`src/rtl/alu_pipe_datapath.sv`:
```
// Pipelined register-file / ALU datapath.
// Stage S1 latches forwarded operands, stage S2 registers the ALU result.
// Write-back to the register file happens one edge after the result is registered.
// Full forwarding from S1 (combinational ALU result) and S2 (registered result)
// lets dependent ops issue on consecutive cycles with no stalls.
module alu_pipe_datapath #(
  parameter int DATA_WIDTH          = 32,
  parameter int REG_FILE_ADDR_WIDTH = 5,
  parameter int A0_INDEX            = 10
) (
  input  logic                           clk,
  input  logic                           rst,
  input  logic                           in_valid,
  input  logic                           ALUsrc,
  input  logic [2:0]                     ALUctrl,
  input  logic [REG_FILE_ADDR_WIDTH-1:0] AD1,
  input  logic [REG_FILE_ADDR_WIDTH-1:0] AD2,
  input  logic [REG_FILE_ADDR_WIDTH-1:0] AD3,
  input  logic                           WE3,
  input  logic [DATA_WIDTH-1:0]          ImmOp,
  output logic                           out_valid,
  output logic [DATA_WIDTH-1:0]          ALUout,
  output logic                           EQ,
  output logic [DATA_WIDTH-1:0]          a0
);

  localparam int DW    = DATA_WIDTH;
  localparam int AW    = REG_FILE_ADDR_WIDTH;
  localparam int NREGS = 1 << AW;
  localparam int SHW   = $clog2(DATA_WIDTH);
  localparam logic [AW-1:0] A0_ADDR = AW'(A0_INDEX);

  typedef enum logic [2:0] {
    OP_ADD = 3'b000,
    OP_SUB = 3'b001,
    OP_AND = 3'b010,
    OP_OR  = 3'b011,
    OP_XOR = 3'b100,
    OP_SLL = 3'b101,
    OP_SRL = 3'b110,
    OP_SLT = 3'b111
  } alu_op_e;

  // Architectural register file.
  logic [DW-1:0] regs [NREGS];

  // S1: operand latch.
  logic          s1_valid;
  logic [DW-1:0] s1_op1;
  logic [DW-1:0] s1_op2;
  alu_op_e       s1_ctrl;
  logic [AW-1:0] s1_ad3;
  logic          s1_we;

  // S2: result register plus write-back destination.
  logic          s2_we;
  logic [AW-1:0] s2_ad3;

  // Combinational ALU outputs for the op held in S1.
  logic [DW-1:0] alu_res;
  logic          alu_eq;

  // Forwarded operands for the op being issued this cycle.
  logic [DW-1:0] fwd1;
  logic [DW-1:0] fwd2;

  // ALU evaluation of the S1 op.
  always_comb begin
    // NOTE: every always_comb output gets a default first so no path leaves it
    // unassigned, which would otherwise infer a latch.
    alu_res = '0;
    alu_eq  = (s1_op1 == s1_op2);
    unique case (s1_ctrl)
      OP_ADD: alu_res = s1_op1 + s1_op2;
      OP_SUB: alu_res = s1_op1 - s1_op2;
      OP_AND: alu_res = s1_op1 & s1_op2;
      OP_OR:  alu_res = s1_op1 | s1_op2;
      OP_XOR: alu_res = s1_op1 ^ s1_op2;
      OP_SLL: alu_res = s1_op1 << s1_op2[SHW-1:0];
      OP_SRL: alu_res = s1_op1 >> s1_op2[SHW-1:0];
      OP_SLT: alu_res = {{(DW-1){1'b0}}, ($signed(s1_op1) < $signed(s1_op2))};
      default: alu_res = '0;
    endcase
  end

  // Source 1 forwarding: x0, then youngest in-flight producer, then register file.
  always_comb begin
    fwd1 = regs[AD1];
    if (AD1 == '0)
      fwd1 = '0;
    else if (s1_valid && s1_we && (s1_ad3 == AD1))
      fwd1 = alu_res;
    else if (out_valid && s2_we && (s2_ad3 == AD1))
      fwd1 = ALUout;
  end

  // Source 2 forwarding, same priority as source 1.
  always_comb begin
    fwd2 = regs[AD2];
    if (AD2 == '0)
      fwd2 = '0;
    else if (s1_valid && s1_we && (s1_ad3 == AD2))
      fwd2 = alu_res;
    else if (out_valid && s2_we && (s2_ad3 == AD2))
      fwd2 = ALUout;
  end

  // S1 operand latch; a write to x0 is turned into no write here.
  always_ff @(posedge clk or negedge rst) begin
    // NOTE: sequential state uses non-blocking assignments so every flop samples
    // pre-edge values regardless of block evaluation order.
    if (!rst) begin
      s1_valid <= 1'b0;
      s1_op1   <= '0;
      s1_op2   <= '0;
      s1_ctrl  <= OP_ADD;
      s1_ad3   <= '0;
      s1_we    <= 1'b0;
    end else begin
      s1_valid <= in_valid;
      if (in_valid) begin
        s1_op1  <= fwd1;
        s1_op2  <= ALUsrc ? ImmOp : fwd2;
        s1_ctrl <= alu_op_e'(ALUctrl);
        s1_ad3  <= AD3;
        s1_we   <= WE3 && (AD3 != '0);
      end
    end
  end

  // S2 result register; result and EQ hold when no op completes.
  always_ff @(posedge clk or negedge rst) begin
    if (!rst) begin
      out_valid <= 1'b0;
      ALUout    <= '0;
      EQ        <= 1'b0;
      s2_ad3    <= '0;
      s2_we     <= 1'b0;
    end else begin
      out_valid <= s1_valid;
      if (s1_valid) begin
        ALUout <= alu_res;
        EQ     <= alu_eq;
        s2_ad3 <= s1_ad3;
        s2_we  <= s1_we;
      end
    end
  end

  // Register file write-back from S2.
  always_ff @(posedge clk or negedge rst) begin
    // NOTE: the register file is architecturally cleared on reset, so this
    // array is built from resettable flops rather than a RAM macro.
    if (!rst) begin
      regs <= '{default: '0};
    end else if (out_valid && s2_we) begin
      regs[s2_ad3] <= ALUout;
    end
  end

  // a0 mirrors committed state only, never forwarded values.
  assign a0 = regs[A0_ADDR];

endmodule

```
`config.mk`:
```
export PLATFORM = sky130hd
export DESIGN_NAME = alu_pipe_datapath
export DESIGN_NICKNAME = d
export VERILOG_FILES = /design/src/rtl/alu_pipe_datapath.sv
export SDC_FILE = /design/constraint.sdc
export NUM_CORES = 2
export LEC_CHECK = 0
export ABC_CLOCK_PERIOD_IN_PS = 5800
export CAP_MARGIN = 20
export CORE_UTILIZATION = 54
export DETAILED_ROUTE_END_ITERATION = 16
export PLACE_DENSITY_LB_ADDON = 0.08
export SETUP_SLACK_MARGIN = 0.2
export SLEW_MARGIN = 40
export SYNTH_ARGS = -nofsm -noshare
export SYNTH_HDL_FRONTEND = slang
export SYNTH_SLANG_ARGS = --single-unit
```
`constraint.sdc`:
```
create_clock -name clk -period 5.8 [get_ports clk]
set_clock_uncertainty 0.1 [all_clocks]
set_input_delay 0.58 -clock clk [delete_from_list [all_inputs] [get_ports clk]]
set_output_delay 0.58 -clock clk [all_outputs]
set_load 0.02 [all_outputs]
```
==> impl_metrics.env <==
export IMPL_core_area_sq_um=126000
export IMPL_wl_met1_microns=105000
export IMPL_fin_crit_ns=4.76
export IMPL_p_leak_uw=0.0334
export IMPL_first_pass_iters=6
export IMPL_die_h_microns=359
export IMPL_cts_tree="done"
export IMPL_row_count=130
export IMPL_reg2reg_to="s1_op2[27]"
export IMPL_diodes=0
export IMPL_cp_required_ns=6.36
export IMPL_route_detailed_drc=0
export IMPL_num_vias=50064
export IMPL_synth_seq_cells=1138
export IMPL_wl_met2_microns=112000
export IMPL_overflow=0
export IMPL_routabilityCongestion=1.05
export IMPL_final_layout_size_suffix_gt1_share_pct=37.8
export IMPL_multi_input_area_sq_um=37700
export IMPL_cts_made_buffers=132
export IMPL_routed_wl_microns=251000
export IMPL_wl_per_cell_microns=35.6
export IMPL_cp_max_fo=14
export IMPL_reg2reg_depth=12
export IMPL_synth_seq_area_share_pct=41.4
export IMPL_reg2reg_from="s1_op1[4]"
export IMPL_end_kind="register"
export IMPL_clockBufferDepth=3
export IMPL_grtUsageTotal_pct=39.6
export IMPL_ff_latch_area_sq_um=28500
export IMPL_htreeDepth=4
export IMPL_finalCritPeriodShare_pct=82.0
export IMPL_ys_warn_count=0
export IMPL_synth_edf_count=0
export IMPL_syn_to_final_growth_pct=11.5
export IMPL_status="finished, final reports clean"
export IMPL_relSlewSlack_pct=32.3
export IMPL_ios=121
export IMPL_netlist_area_sq_um=68700
export IMPL_cp_start_kind="register"
export IMPL_cts_clk_slew_worst_paths_ns=0.06
export IMPL_fmax_mhz=210
export IMPL_cts_repair_resized=0
export IMPL_worstPathArrival_ns=5.32
export IMPL_final_setup_tns_ns=0
export IMPL_syn_num_nets=5575
export IMPL_drv_cap=0
export IMPL_worstMarginPinSlew_ns=1.02
export IMPL_clk_latency_ns=0.78
export IMPL_setup_violations=0
export IMPL_die_area_sq_um=129000
export IMPL_hold_viol=0
export IMPL_ys_types=93
export IMPL_die_w_microns=359
export IMPL_cts_sinks=1138
export IMPL_rsz0062_at_grt="false"
export IMPL_antenna_left=0
export IMPL_drv_slew=0
export IMPL_ys_flop_type="dfrtp_1"
export IMPL_grt_pass1_vias=49039
export IMPL_grt_antenna_before_repair=4
export IMPL_rrSetupSlack_ns=1.04
export IMPL_hold_path_class="input pin to asynchronous set/reset pin"
export IMPL_p_per_area_nw_per_um2=361
export IMPL_numPortBuffers=120
export IMPL_synthArstFlopShare_pct=100
export IMPL_root_buffer="clkbuf_16"
export IMPL_vias_per_cell=7.11
export IMPL_dr_first_iter_drc_count=5744
export IMPL_ir_drop_mv=0.274
export IMPL_grt_max_degree=155
export IMPL_hpwl_microns=163000
export IMPL_wl_met3_microns=22100
export IMPL_syn_inst=5421
export IMPL_critPathKind="register to register"
export IMPL_syn_area_per_cell_sq_um=12.7
export IMPL_nets=5446
export IMPL_fillCellCount=9900
export IMPL_grt_pass1_wl_microns=362000
export IMPL_whs_ns=0.195
export IMPL_start_util_pct=54.6
export IMPL_maxUsedRoutingLayer="met4"
## critical path, stage by stage (launching register included)
cell       delay, ns
dfrtp_1         0.60
inv_1           0.13
ha_1            0.51
nor3_1          0.69
nand2b_1        0.25
a21boi_2        0.29
nor4_4          0.11
o31ai_1         0.68
a311oi_2        0.29
mux2i_1         0.19
a211oi_2        0.33
nor3_1          0.12
a2111oi_2       0.34
## cells by family after synthesis
logic type,count (synthesis),synth area share [%]
fa+ha+maj,99,1.82
xor+xnor,33,0.421
mux,1641,38.2
simple gates,885,5.57
buf+inv,711,4.27
compound gates,914,8.26
flops,1138,41.4
## Yosys cell counts (8+ instances only)
library cell,n,area [sq um]
clkbuf_1,414,1550
o21ai_0,376,1880
a211oi_1,42,315
a221o_1,10,100
o211ai_1,33,248
or3_1,10,62.6
nor4_1,12,75.1
dfrtp_1,1138,28500
nand4_1,11,68.8
a21oi_1,146,731
xor2_1,16,140
buf_1,64,240
inv_1,122,458
o22ai_1,33,206
o21a_1,10,75.1
nand3_1,45,225
nand2b_1,16,100
xnor2_1,17,149
o21ai_1,23,115
o31ai_1,17,128
o221ai_1,26,228
nor3_1,39,195
and3_1,16,100
nand2_1,447,1680
nor2_1,232,871
a21boi_0,21,158
mux4_2,703,15800
a21o_1,18,135
mux2_2,821,9250
buf_2,54,270
o21bai_1,9,67.6
a22oi_1,9,67.6
a221oi_1,15,131
a31oi_1,31,194
ha_1,97,1210
a311oi_1,8,70.1
or2_2,9,56.3
buf_4,43,323
nor2b_1,11,68.8
mux2i_1,116,1160
## registers in the layout, summed over array words and instances, names as in the netlist
signal     count
out_valid      1
s2_ad3         5
s2_we          1
ALUout        32
s1_op1        32
s1_ctrl        3
regs         992
s1_we          1
s1_ad3         5
s1_valid       1
EQ             1
s1_op2        32
a0            32
## where the power goes
part	switching (uW)	internal [uW]	leakage [uW]	total, uW
Sequential	1550	9490	0.0155	11000
Combinational	4150	3830	0.0157	7980
Clock	3590	5060	0.00219	8640
## final cells by class
cell class / instances / share of cell area [%]
well taps: 1650 / 2.69
multi-input cells: 3572 / 49.3
repair buffers: 317 / 4.37
clock inverters: 45 / 0.852
clock buffers: 192 / 5.01
inverters: 131 / 0.642
flip-flops and latches: 1138 / 37.2
## repair_timing
item                       CTS  global route
buffers inserted             0             0
hold buffers                 1             0
setup endpoints to repair    0             0
hold endpoints to repair    67             0
## how the worst max path moves through the flow
| stage | startpoint | endpoint | slack [ns] |
|---|---|---|---|
| 2_1_floorplan | s1_op2[2] | s1_op2[28] | 1.65 |
| 4_1_cts | s1_op1[4] | s1_op2[27] | 1.23 |
| 6_report | s1_op1[4] | s1_op2[27] | 1.04 |
| 3_3_place_gp | s1_op1[4] | s1_op2[27] | 1.33 |
| 3_5_place_dp | s1_op1[4] | s1_op2[27] | 1.28 |
| 5_1_grt | s1_op1[4] | s1_op2[31] | 0.88 |
## stage by stage
| step | util, % | power, uW | instances | area (sq um) | setup WS, ns |
|---|---|---|---|---|---|
| floorplan | - | 16200 | 5421 | 68700 | 1.65 |
| global route | 60.9 | 28800 | 7045 | 76600 | 0.881 |
| detailed placement | 57.2 | 18900 | 6803 | 72000 | 1.28 |
| global placement | 56.7 | 18700 | 6781 | 71400 | 1.33 |
| finish | 60.9 | 27700 | 7045 | 76600 | 1.04 |
| CTS | 60.8 | 27600 | 7041 | 76500 | 1.23 |
## metal layers
layer | vias up | global-route usage [%]
met5 | - | 0
met1 | 26704 | 56.7
met3 | 546 | 8.92
met2 | 2525 | 58.1
met4 | 0 | 17.1
li1 | 20289 | -
## cell usage in the layout (no fill, tap or decap), types with 26 or more instances in the layout
cell type,count
buf_4,153
clkdlybuf4s50_1,107
nor2_1,214
o211ai_1,33
inv_1,121
nand3_1,43
mux4_2,703
o221ai_1,26
a211oi_1,42
mux2i_1,116
ha_1,97
a21oi_1,145
nor3_1,35
o22ai_1,33
o21ai_0,375
clkbuf_1,32
dfrtp_1,1129
a31oi_1,31
nand2_1,429
mux2_2,821
clkbuf_16,135
Note: power is estimated with default switching activity, not from simulation.
